File: src/rtl/ifetch_prefetch.sv
// Instruction fetch front end: fetch PC, single-outstanding imem req/ack, prefetch FIFO.
// Optional halt-word detection is enabled by defining IFETCH_HALT_DETECT_EN.
module ifetch_prefetch #(
  parameter int unsigned         XLEN     = 32,
  parameter int unsigned         DEPTH    = 4,
  parameter logic [XLEN-1:0]     RESET_PC = '0
) (
  input  logic            clk,
  input  logic            rst,
  input  logic            redirect_valid,
  input  logic [XLEN-1:0] redirect_pc,
  output logic            imem_req,
  output logic [XLEN-1:0] imem_addr,
  input  logic            imem_ack,
  input  logic [31:0]     imem_rdata,
  output logic            instr_valid,
  input  logic            instr_ready,
  output logic [31:0]     instr,
  output logic [XLEN-1:0] instr_pc
`ifdef IFETCH_HALT_DETECT_EN
  ,
  output logic            halted
`endif
);

  localparam int unsigned PtrW = $clog2(DEPTH);
  localparam int unsigned CntW = PtrW + 1;

  typedef enum logic [1:0] {StIdle, StReq, StDrop} state_e;

  state_e          state_q, state_d;
  logic [XLEN-1:0] fetch_pc_q, fetch_pc_d;
  logic [XLEN-1:0] addr_q, addr_d;
  logic [CntW-1:0] count_q, count_d;
  logic [PtrW-1:0] rd_ptr_q, rd_ptr_d, wr_ptr_q, wr_ptr_d;
  logic [XLEN-1:0] pc_mem_q   [DEPTH];
  logic [31:0]     data_mem_q [DEPTH];

  logic            push, pop, halt_hit, halt_stop;
  logic [XLEN-1:0] redir_pc;
  logic            unused_redirect_lsbs;

  assign redir_pc             = {redirect_pc[XLEN-1:2], 2'b00};
  assign unused_redirect_lsbs = ^redirect_pc[1:0];

  // A redirect squashes both the returning word and any pop on the same edge.
  assign push = (state_q == StReq) && imem_ack && !redirect_valid;
  assign pop  = (count_q != '0) && instr_ready && !redirect_valid;

`ifdef IFETCH_HALT_DETECT_EN
  logic halted_q, halted_d;

  assign halt_hit  = (imem_rdata == 32'hFFFF_FFFF);
  assign halt_stop = halted_q;

  always_comb begin
    halted_d = halted_q;
    if (redirect_valid)         halted_d = 1'b0;
    else if (push && halt_hit)  halted_d = 1'b1;
  end

  always_ff @(posedge clk) begin
    if (rst) halted_q <= 1'b0;
    else     halted_q <= halted_d;
  end

  assign halted = halted_q;
`else
  assign halt_hit  = 1'b0;
  assign halt_stop = 1'b0;
`endif

  always_comb begin
    count_d  = count_q + CntW'(push) - CntW'(pop);
    rd_ptr_d = rd_ptr_q + PtrW'(pop);
    wr_ptr_d = wr_ptr_q + PtrW'(push);
    if (redirect_valid) begin
      count_d  = '0;
      rd_ptr_d = '0;
      wr_ptr_d = '0;
    end
  end

  // Next-state logic. addr_q holds the address of the outstanding request, which
  // differs from fetch_pc_q only while a squashed request drains in StDrop.
  always_comb begin
    state_d    = state_q;
    fetch_pc_d = fetch_pc_q;
    addr_d     = addr_q;
    unique case (state_q)
      StIdle: begin
        if (redirect_valid) begin
          state_d    = StReq;
          fetch_pc_d = redir_pc;
          addr_d     = redir_pc;
        end else if ((count_q < CntW'(DEPTH)) && !halt_stop) begin
          state_d = StReq;
          addr_d  = fetch_pc_q;
        end
      end
      StReq: begin
        if (redirect_valid) begin
          fetch_pc_d = redir_pc;
          if (imem_ack) begin
            addr_d = redir_pc;
          end else begin
            state_d = StDrop;
          end
        end else if (imem_ack) begin
          fetch_pc_d = fetch_pc_q + XLEN'(4);
          addr_d     = fetch_pc_d;
          if (halt_hit || (count_d >= CntW'(DEPTH))) state_d = StIdle;
        end
      end
      StDrop: begin
        if (redirect_valid) fetch_pc_d = redir_pc;
        if (imem_ack) begin
          state_d = StReq;
          addr_d  = fetch_pc_d;
        end
      end
      default: state_d = StIdle;
    endcase
  end

  always_ff @(posedge clk) begin
    if (rst) begin
      state_q    <= StIdle;
      fetch_pc_q <= RESET_PC;
      addr_q     <= RESET_PC;
      count_q    <= '0;
      rd_ptr_q   <= '0;
      wr_ptr_q   <= '0;
      for (int i = 0; i < DEPTH; i++) begin
        pc_mem_q[i]   <= '0;
        data_mem_q[i] <= '0;
      end
    end else begin
      state_q    <= state_d;
      fetch_pc_q <= fetch_pc_d;
      addr_q     <= addr_d;
      count_q    <= count_d;
      rd_ptr_q   <= rd_ptr_d;
      wr_ptr_q   <= wr_ptr_d;
      if (push) begin
        pc_mem_q[wr_ptr_q]   <= fetch_pc_q;
        data_mem_q[wr_ptr_q] <= imem_rdata;
      end
    end
  end

  always_comb begin
    imem_req    = (state_q != StIdle);
    imem_addr   = addr_q;
    instr_valid = (count_q != '0);
    instr       = data_mem_q[rd_ptr_q];
    instr_pc    = pc_mem_q[rd_ptr_q];
  end

endmodule

File: config.mk
export PLATFORM = sky130hd
export DESIGN_NAME = ifetch_prefetch
export DESIGN_NICKNAME = d
export VERILOG_FILES = /design/src/rtl/ifetch_prefetch.sv
export SDC_FILE = /design/constraint.sdc
export NUM_CORES = 1
export LEC_CHECK = 0
export BUFFER_PORTS_ARGS = -buffer_cell sky130_fd_sc_hd__buf_2
export CAP_MARGIN = 30
export CORE_AREA = 3 3 168 170
export CTS_CLUSTER_SIZE = 12
export DETAILED_ROUTE_END_ITERATION = 8
export DIE_AREA = 0 0 171 173
export PLACE_DENSITY = 0.79
export RECOVER_POWER = 100
export SLEW_MARGIN = 20
export SYNTH_ARGS = -nofsm -noshare
export SYNTH_HDL_FRONTEND = slang
export SYNTH_SLANG_ARGS = --single-unit
File: constraint.sdc
create_clock -name clk -period 8.2 [get_ports clk]
set_input_delay 0.82 -clock clk [delete_from_list [all_inputs] [get_ports clk]]
set_output_delay 0.82 -clock clk [all_outputs]
set_load 0.03 [all_outputs]
==> key figures, run 1 <==
Worst setup path
  • Top delay family on crit path: buffers and inverters
  • R2r worst-path depth: 10
  • RR Endpoint: state_q[0]$_SDFFE_PP0P_
  • Startpoint Class: input pin
  • Critical path type: in -> reg
  • Slowest CP cell: clkbuf_1
  • Buf/Inv on CP: 6
  • Worst Path Arrival: about 6100 ps
  • Worst endpoint required time: 8460 ps
  • CP cell instances: buf_2 > buf_4 > inv_1 > buf_4 > nand3_2 > inv_2 > clkbuf_1 > nor3_1 > fa_1 > xor2_1 > xnor2_1 > o21ai_0 > a211oi_1
  • FF-to-FF Start: state_q[0]$_SDFFE_PP0P_
  • Delay of the slowest critical-path stage: 2330 ps
  • R2r setup slk: around 3300 ps
  • Cell mode on critical path: buf_4
  • CP endpoint kind: flip-flop
  • Worst-path maximum fanout: 89

STA
  • Sum Neg Setup Slack: 0 ps
  • Endpoints failing hold: 0
  • Setup repair after global routing missed its margin: false
  • Clock skew: between 15 and 20 ps
  • Final period util: 0.706
  • Final setup violating endpoints: 0
  • Final Critical Period: ~5800 ps
  • Final WS setup: 2410 ps
  • FMAX: between 150 and 200 MHz
  • Slew @ Worst Pin: around 3300 ps
  • Slew headroom: -1.19
  • Final slew viol count: 351

Clocking
  • Worst-Skew Late Latency: ~530 ps
  • Hold-fix buffers, CTS: 0
  • Clock tree buffer depth: 3
  • CTS Buf Count: 35
  • # Post-CTS Setup Buffers: 0
  • Clock-pin transition on the worst setup and hold timing paths: about 70 ps
  • Root Buffer: clkbuf_16
  • CTS tree: yes
  • CTS Sinks: about 330
  • Post-cts repair resize count: 0
  • H-tree Lvls: 2

Synth
  • Synthesized area: approximately 16000 sq um
  • Syn Inst Count: around 1.3k
  • Main synth FF type: edfxtp_1
  • Library cells used by synthesis: 64
  • Avg Inst Size Synth: 12.1 sq um
  • Seq/Total Area, Yosys: 0.582
  • Number of flops mapped to enable cells by yosys: 256
  • Synth warnings: 0
  • Post-synth net total: ~1.4k
  • Ys async rst share: 0
  • #FFs+latches synth: ~330

Global routing
  • Initial antenna violation count: 0
  • Total GRT Usage: 0.265
  • GRT overflow: 0
  • Largest net degree at the start of global routing: 90
  • First-pass GRT wire length: just over 60 mm
  • Vias in the first global route: 11.1k

Die
  • Initial Util: 0.585
  • Core Region: ~27000 sq um
  • # rows: 60
  • Total die area: about 30000 sq um
  • Io pins: around 170
  • Die H: approximately 170 um
  • Die X: between 150 and 200 um

Min path
  • Worst Hold End: imem_addr[10]$_SDFFE_PP0P_
  • Worst Hold Depth: 2
  • HP Start: imem_addr[10]$_SDFFE_PP0P_
  • Worst min path class: reg -> reg

Power and ir drop
  • Total Power: around 0.0037 W
  • Pleak: approximately 6.3 nW
  • VDD IR max: between 0.15 and 0.2 mV
  • PwrDens: 211 nW/um^2

Cells and area
  • Fill cells: roughly 2k
  • Layout Cells excl Fill: around 1.8k
  • Util after Layout: 0.655
  • Most frequent cells in the layout: edfxtp_1 (256), and2_1 (111), clkbuf_1 (110)
  • # diodes: 0
  • Nets: about 1.5k
  • Most common cell after layout, fill and taps aside: edfxtp_1
  • Layout area overhead: 11.9%
  • Layout cells sized above 1: 0.147

Route
  • Routed WL per cell: around 23 um
  • Final wirelength: about 40 mm
  • Via density per instance: ~6.4
  • Initial drt markers: 1397
  • Via count: 11.2k
  • Post-DRT Antenna Nets: 0
  • Number of remaining DRC errors: 0
  • Drt pass-1 iters: 6

Placed design
  • Pre-CTS setup slack: approximately 3900 ps
  • Dpl hpwl: 23.6 mm
  • Placed Cells: approximately 1.7k
  • Final GP Congestion: roughly 0.9
  • Buffers on Ports: between 150 and 200

Run status
  • Status: finished with violations
  • Failing checks: capacitance limit, slew limit

Flow run
  • Max Cap Violations: 8
==> metal layers <==
metal | wire length [um] | GRT usage
met1 | 15600 | 0.375
met2 | 19000 | 0.418
met3 | 3760 | 0.0526
met4 | 1160 | 0.0832
met5 | 0 | 0
==> area by class of cell <==
| class | instances | area, sq um | share of cell area |
|---|---|---|---|
| clock buffers | 50 | 973 | 0.0553 |
| clock inverters | 8 | 57.6 | 0.00327 |
| inverters | 10 | 38.8 | 0.00220 |
| multi-input cells | 831 | 6060 | 0.345 |
| flip-flops and latches | 329 | 9150 | 0.520 |
| well taps | 341 | 427 | 0.0243 |
| repair buffers | 186 | 886 | 0.0504 |
==> synth_stat cells, types with 5 or more instances <==
master,instances,share of area
a2111oi_0,5,0.0028
a211oi_1,8,0.0038
a21oi_1,40,0.013
a221oi_1,5,0.0028
a31oi_1,16,0.0064
and2_1,193,0.077
and3_1,67,0.027
buf_1,14,0.0033
buf_2,9,0.0029
clkbuf_1,104,0.025
dfxtp_1,73,0.093
edfxtp_1,256,0.49
inv_1,9,0.0021
mux2i_1,5,0.0032
mux4_2,64,0.092
nand2_1,64,0.015
nand2b_1,13,0.0052
nand3_1,50,0.016
nand3b_1,5,0.0024
nand4_1,19,0.0076
nor2_1,67,0.016
nor3_1,15,0.0048
nor4_1,19,0.0076
o211ai_1,10,0.0048
o21ai_0,42,0.013
o31a_1,5,0.0028
o32ai_1,5,0.0028
o41ai_1,6,0.0033
or2_2,6,0.0024
or3_1,11,0.0044
or4_1,8,0.0038
xnor2_1,12,0.0067
xor2_1,13,0.0072
==> registers in the layout, indices dropped and copies added, names as in the netlist <==
register and count:
count_q 3, wr_ptr_q 2, pc_mem_q 128, imem_addr 32
fetch_pc_q 32, rd_ptr_q 2, data_mem_q 128, state_q 2
==> cells by family (layout without fill, tap and decap cells) <==
| kind of cell | after synthesis | count (layout) | synth area share |
|---|---|---|---|
| compound gates | 179 | 179 | 0.0743 |
| xor+xnor | 25 | 25 | 0.0139 |
| fa+ha+maj | 4 | 4 | 0.00366 |
| buf+inv | 137 | 254 | 0.0334 |
| flops | 329 | 329 | 0.582 |
| mux | 69 | 69 | 0.0948 |
| simple gates | 554 | 554 | 0.198 |
==> metrics by stage <==
stage / hold slack, ps / area, sq um
finish: 450 / 17600
global route: 475 / 17600
CTS: 451 / 17700
detailed placement: 443 / 16700
global placement: 441 / 16700
floorplan: 477 / 15700
==> report_power, final <==
group	total, W	switching [W]	leakage [nW]	internal, W
clock network	0.00145	0.000624	0.500	0.000826
logic	0.000334	0.000232	2.54	0.000102
registers	0.00194	0.0000644	3.24	0.00187
==> tightest hold or removal path, cell delays in order (launching register included) <==
cell and delay, ps:
dfxtp_1 310, nand2_1 50, a21oi_1 50
==> how the worst max path moves through the flow <==
stage | to | start | slack (ps) | cells past startpoint
floorplan | data_mem_q[3][0]$_DFFE_PP_ | redirect_valid | 1800 | 4
global placement | data_mem_q[0][9]$_SDFFCE_PN0P_ | redirect_valid | 3970 | 10
detailed placement | data_mem_q[0][9]$_SDFFCE_PN0P_ | redirect_valid | 3920 | 10
CTS | data_mem_q[0][31]$_SDFFCE_PN0P_ | redirect_valid | 4450 | 10
global route | data_mem_q[0][15]$_SDFFCE_PN0P_ | rst | 2100 | 7
finish | state_q[0]$_SDFFE_PP0P_ | redirect_valid | 2410 | 13
(Power assumes the default switching activity.)
==> run 2, diff against run 1 <==
CORE_AREA = 3 3 177 179   (was 3 3 168 170)
DIE_AREA = 0 0 180 182   (was 0 0 171 173)
PLACE_DENSITY = 0.75   (was 0.79)
clock period = 4.9 ns   (was 8.2 ns; I/O delays follow)
==> run 2 against run 1 <==
Compared with the run above: the run still ends with capacitance limit, slew limit left; setup slack got worse by 1500 ps; total power rose by 69%; clock skew fell by 7.6 ps; non-clock buffer count rose by 2; largest cell class unchanged; largest power group unchanged.
==> key figures, run 2 (synthesis results as in run 1) <==
Power and ir drop
  • PwrDens: 355 nW/um^2 (+68%)
  • Pleak: 6.42 nW (+2.3%)
  • VDD IR max: 0.209 mV (+37%)

Clocking
  • CTS Buf Count: 36 (+2.9%)
  • Clock tree buffer depth: 3 (unchanged)
  • Post-cts repair resize count: 0 (unchanged)
  • Hold-fix buffers, CTS: 0 (unchanged)
  • Root Buffer: clkbuf_16
  • Worst-Skew Late Latency: 520 ps (about the same)
  • CTS Sinks: 329 (unchanged)
  • Clock-pin transition on the worst setup and hold timing paths: 60 ps (about the same)
  • H-tree Lvls: 2 (unchanged)
  • # Post-CTS Setup Buffers: 0 (unchanged)
  • CTS tree: yes

Worst setup path
  • RR Endpoint: pc_mem_q[3][16]$_DFFE_PP_
  • Top delay family on crit path: buffers and inverters
  • Buf/Inv on CP: 2 (-4)
  • Worst endpoint required time: 4410 ps (-4050 ps)
  • CP cell instances: clkbuf_2 > mux4_2 > clkbuf_1
  • Worst-path maximum fanout: 40 (-55%)
  • CP endpoint kind: primary output
  • Delay of the slowest critical-path stage: 1230 ps (-1100 ps)
  • Startpoint Class: flip-flop
  • FF-to-FF Start: state_q[0]$_SDFFE_PP0P_
  • R2r setup slk: 1200 ps (-2090 ps)
  • R2r worst-path depth: 6 (-4)
  • Critical path type: reg -> out
  • Worst Path Arrival: 3530 ps (-2520 ps)
  • Slowest CP cell: dfxtp_1

Global routing
  • First-pass GRT wire length: 61.3 mm (-0.90%)
  • Initial antenna violation count: 1 (+1)
  • Vias in the first global route: 10.9k (-1.5%)
  • Total GRT Usage: 0.235 (-0.0294)
  • Largest net degree at the start of global routing: 83 (-7.8%)
  • GRT overflow: 0 (unchanged)

Placed design
  • Pre-CTS setup slack: 1360 ps (-2560 ps)
  • Dpl hpwl: 23.8 mm (+0.63%)
  • Buffers on Ports: 164 (unchanged)
  • Placed Cells: 1747 (+3.0%)
  • Final GP Congestion: 0.898 (about the same)

Route
  • Via density per instance: 6.14 (-3.7%)
  • Initial drt markers: 1019 (-27%)
  • Number of remaining DRC errors: 0 (unchanged)
  • Via count: 11.1k (-0.72%)
  • Final wirelength: 39.4 mm (-0.33%)
  • Drt pass-1 iters: 6 (unchanged)
  • Post-DRT Antenna Nets: 0 (unchanged)
  • Routed WL per cell: 21.8 um (-3.3%)

Min path
  • Worst min path class: in -> reg
  • Worst Hold Depth: 3 (+1)
  • HP Start: redirect_pc[30]
  • Worst Hold End: imem_addr[30]$_SDFFE_PP0P_

Die
  • Io pins: 167 (unchanged)
  • Die H: 182 um (+5.2%)
  • Initial Util: 0.529 (-0.0560)
  • # rows: 63 (+5.0%)
  • Core Region: 29700 sq um (+11%)
  • Total die area: 32800 sq um (+11%)
  • Die X: 180 um (+5.3%)

Cells and area
  • Most frequent cells in the layout: edfxtp_1 (256), and2_1 (111), buf_2 (98)
  • Layout cells sized above 1: 0.171 (+0.0243)
  • Nets: 1469 (+0.20%)
  • Layout area overhead: 12.9%
  • Most common cell after layout, fill and taps aside: edfxtp_1
  • Util after Layout: 0.597 (-0.0573)
  • Layout Cells excl Fill: 1809 (+3.1%)
  • Fill cells: 2345 (+15%)
  • Regs by FF count: data_mem_q x128, pc_mem_q x128

STA
  • Setup repair after global routing missed its margin: false
  • Slew @ Worst Pin: 1710 ps (-1580 ps)
  • Clock skew: 11.8 ps (-7.60 ps)
  • Final slew viol count: 90 (-74%)
  • Sum Neg Setup Slack: 0 ps (unchanged)
  • Endpoints failing hold: 0 (unchanged)
  • Final Critical Period: about 4000 ps
  • Slew headroom: -0.140 (+1.05)
  • Final setup violating endpoints: 0 (unchanged)
  • Final WS setup: 880 ps (-1530 ps)
  • Final period util: 0.820
  • FMAX: roughly 250 MHz

Run status
  • Status: finished with violations
  • Failing checks: capacitance limit, slew limit

Flow run
  • Max Cap Violations: 3 (-5)
[run 2: changes by cell type in the layout (fill, tap and decap cells not counted), moves of 2 or more]
cell / previous run / this run
inv_6: 0 / 2
clkbuf_2: 1 / 5
or2_2: 4 / 6
or2_0: 2 / 0
buf_16: 1 / 3
clkbuf_1: 110 / 80
buf_2: 72 / 98
[run 2: metrics by stage]
stage | power [W] | hold slack (ps) | area (sq um)
2_1_floorplan | 0.00364 | 477 | 15700
3_3_place_gp | 0.00384 | 441 | 16700
3_5_place_dp | 0.00386 | 444 | 16800
4_1_cts | 0.00634 | 265 | 17900
5_1_grt | 0.00651 | 273 | 17700
6_report | 0.00630 | 281 | 17700
[run 2: power breakdown]
part           internal, W  total [W]  leakage [nW]  switching (W)
clock              0.00145    0.00250         0.525        0.00105
sequential         0.00313    0.00324          3.24       0.000105
combinational     0.000174   0.000562          2.66       0.000388
[run 2: how the worst max path moves through the flow]
stage	from	to	depth (start not counted)
after detailed placement	redirect_valid	data_mem_q[0][18]$_SDFFCE_PN0P_	9
after CTS	rd_ptr_q[0]$_SDFF_PP0_	instr[3]	3
after global routing	rd_ptr_q[1]$_SDFF_PP0_	instr[16]	3
after global placement	redirect_valid	data_mem_q[1][18]$_SDFFCE_PN0P_	8
final	rd_ptr_q[1]$_SDFF_PP0_	instr[8]	3
after floorplan	redirect_valid	data_mem_q[3][0]$_DFFE_PP_	4
[run 2: layer usage]
layer,part of all wire,track usage,vias up
met5,0,0,-
met4,0.021,0.0631,0
met3,0.083,0.0393,63
met2,0.48,0.382,532
met1,0.42,0.333,5461
li1,-,-,5046
[run 2: area by class of cell]
cell class                 count  area [sq um]  share of cell area
inverter                      10          37.5             0.00211
antenna                        1          2.50            0.000141
clock inverter                11          93.8             0.00529
multi-input combinational    831          6050               0.341
sequential                   329          9150               0.515
tap                          390           488              0.0275
timing repair buffer         188           951              0.0536
clock buffer                  49           980              0.0552
[run 2: tightest hold or removal path, cell delays in order]
cell      delay (ps)
buf_2             90
nand4_1           80
o211ai_1          90
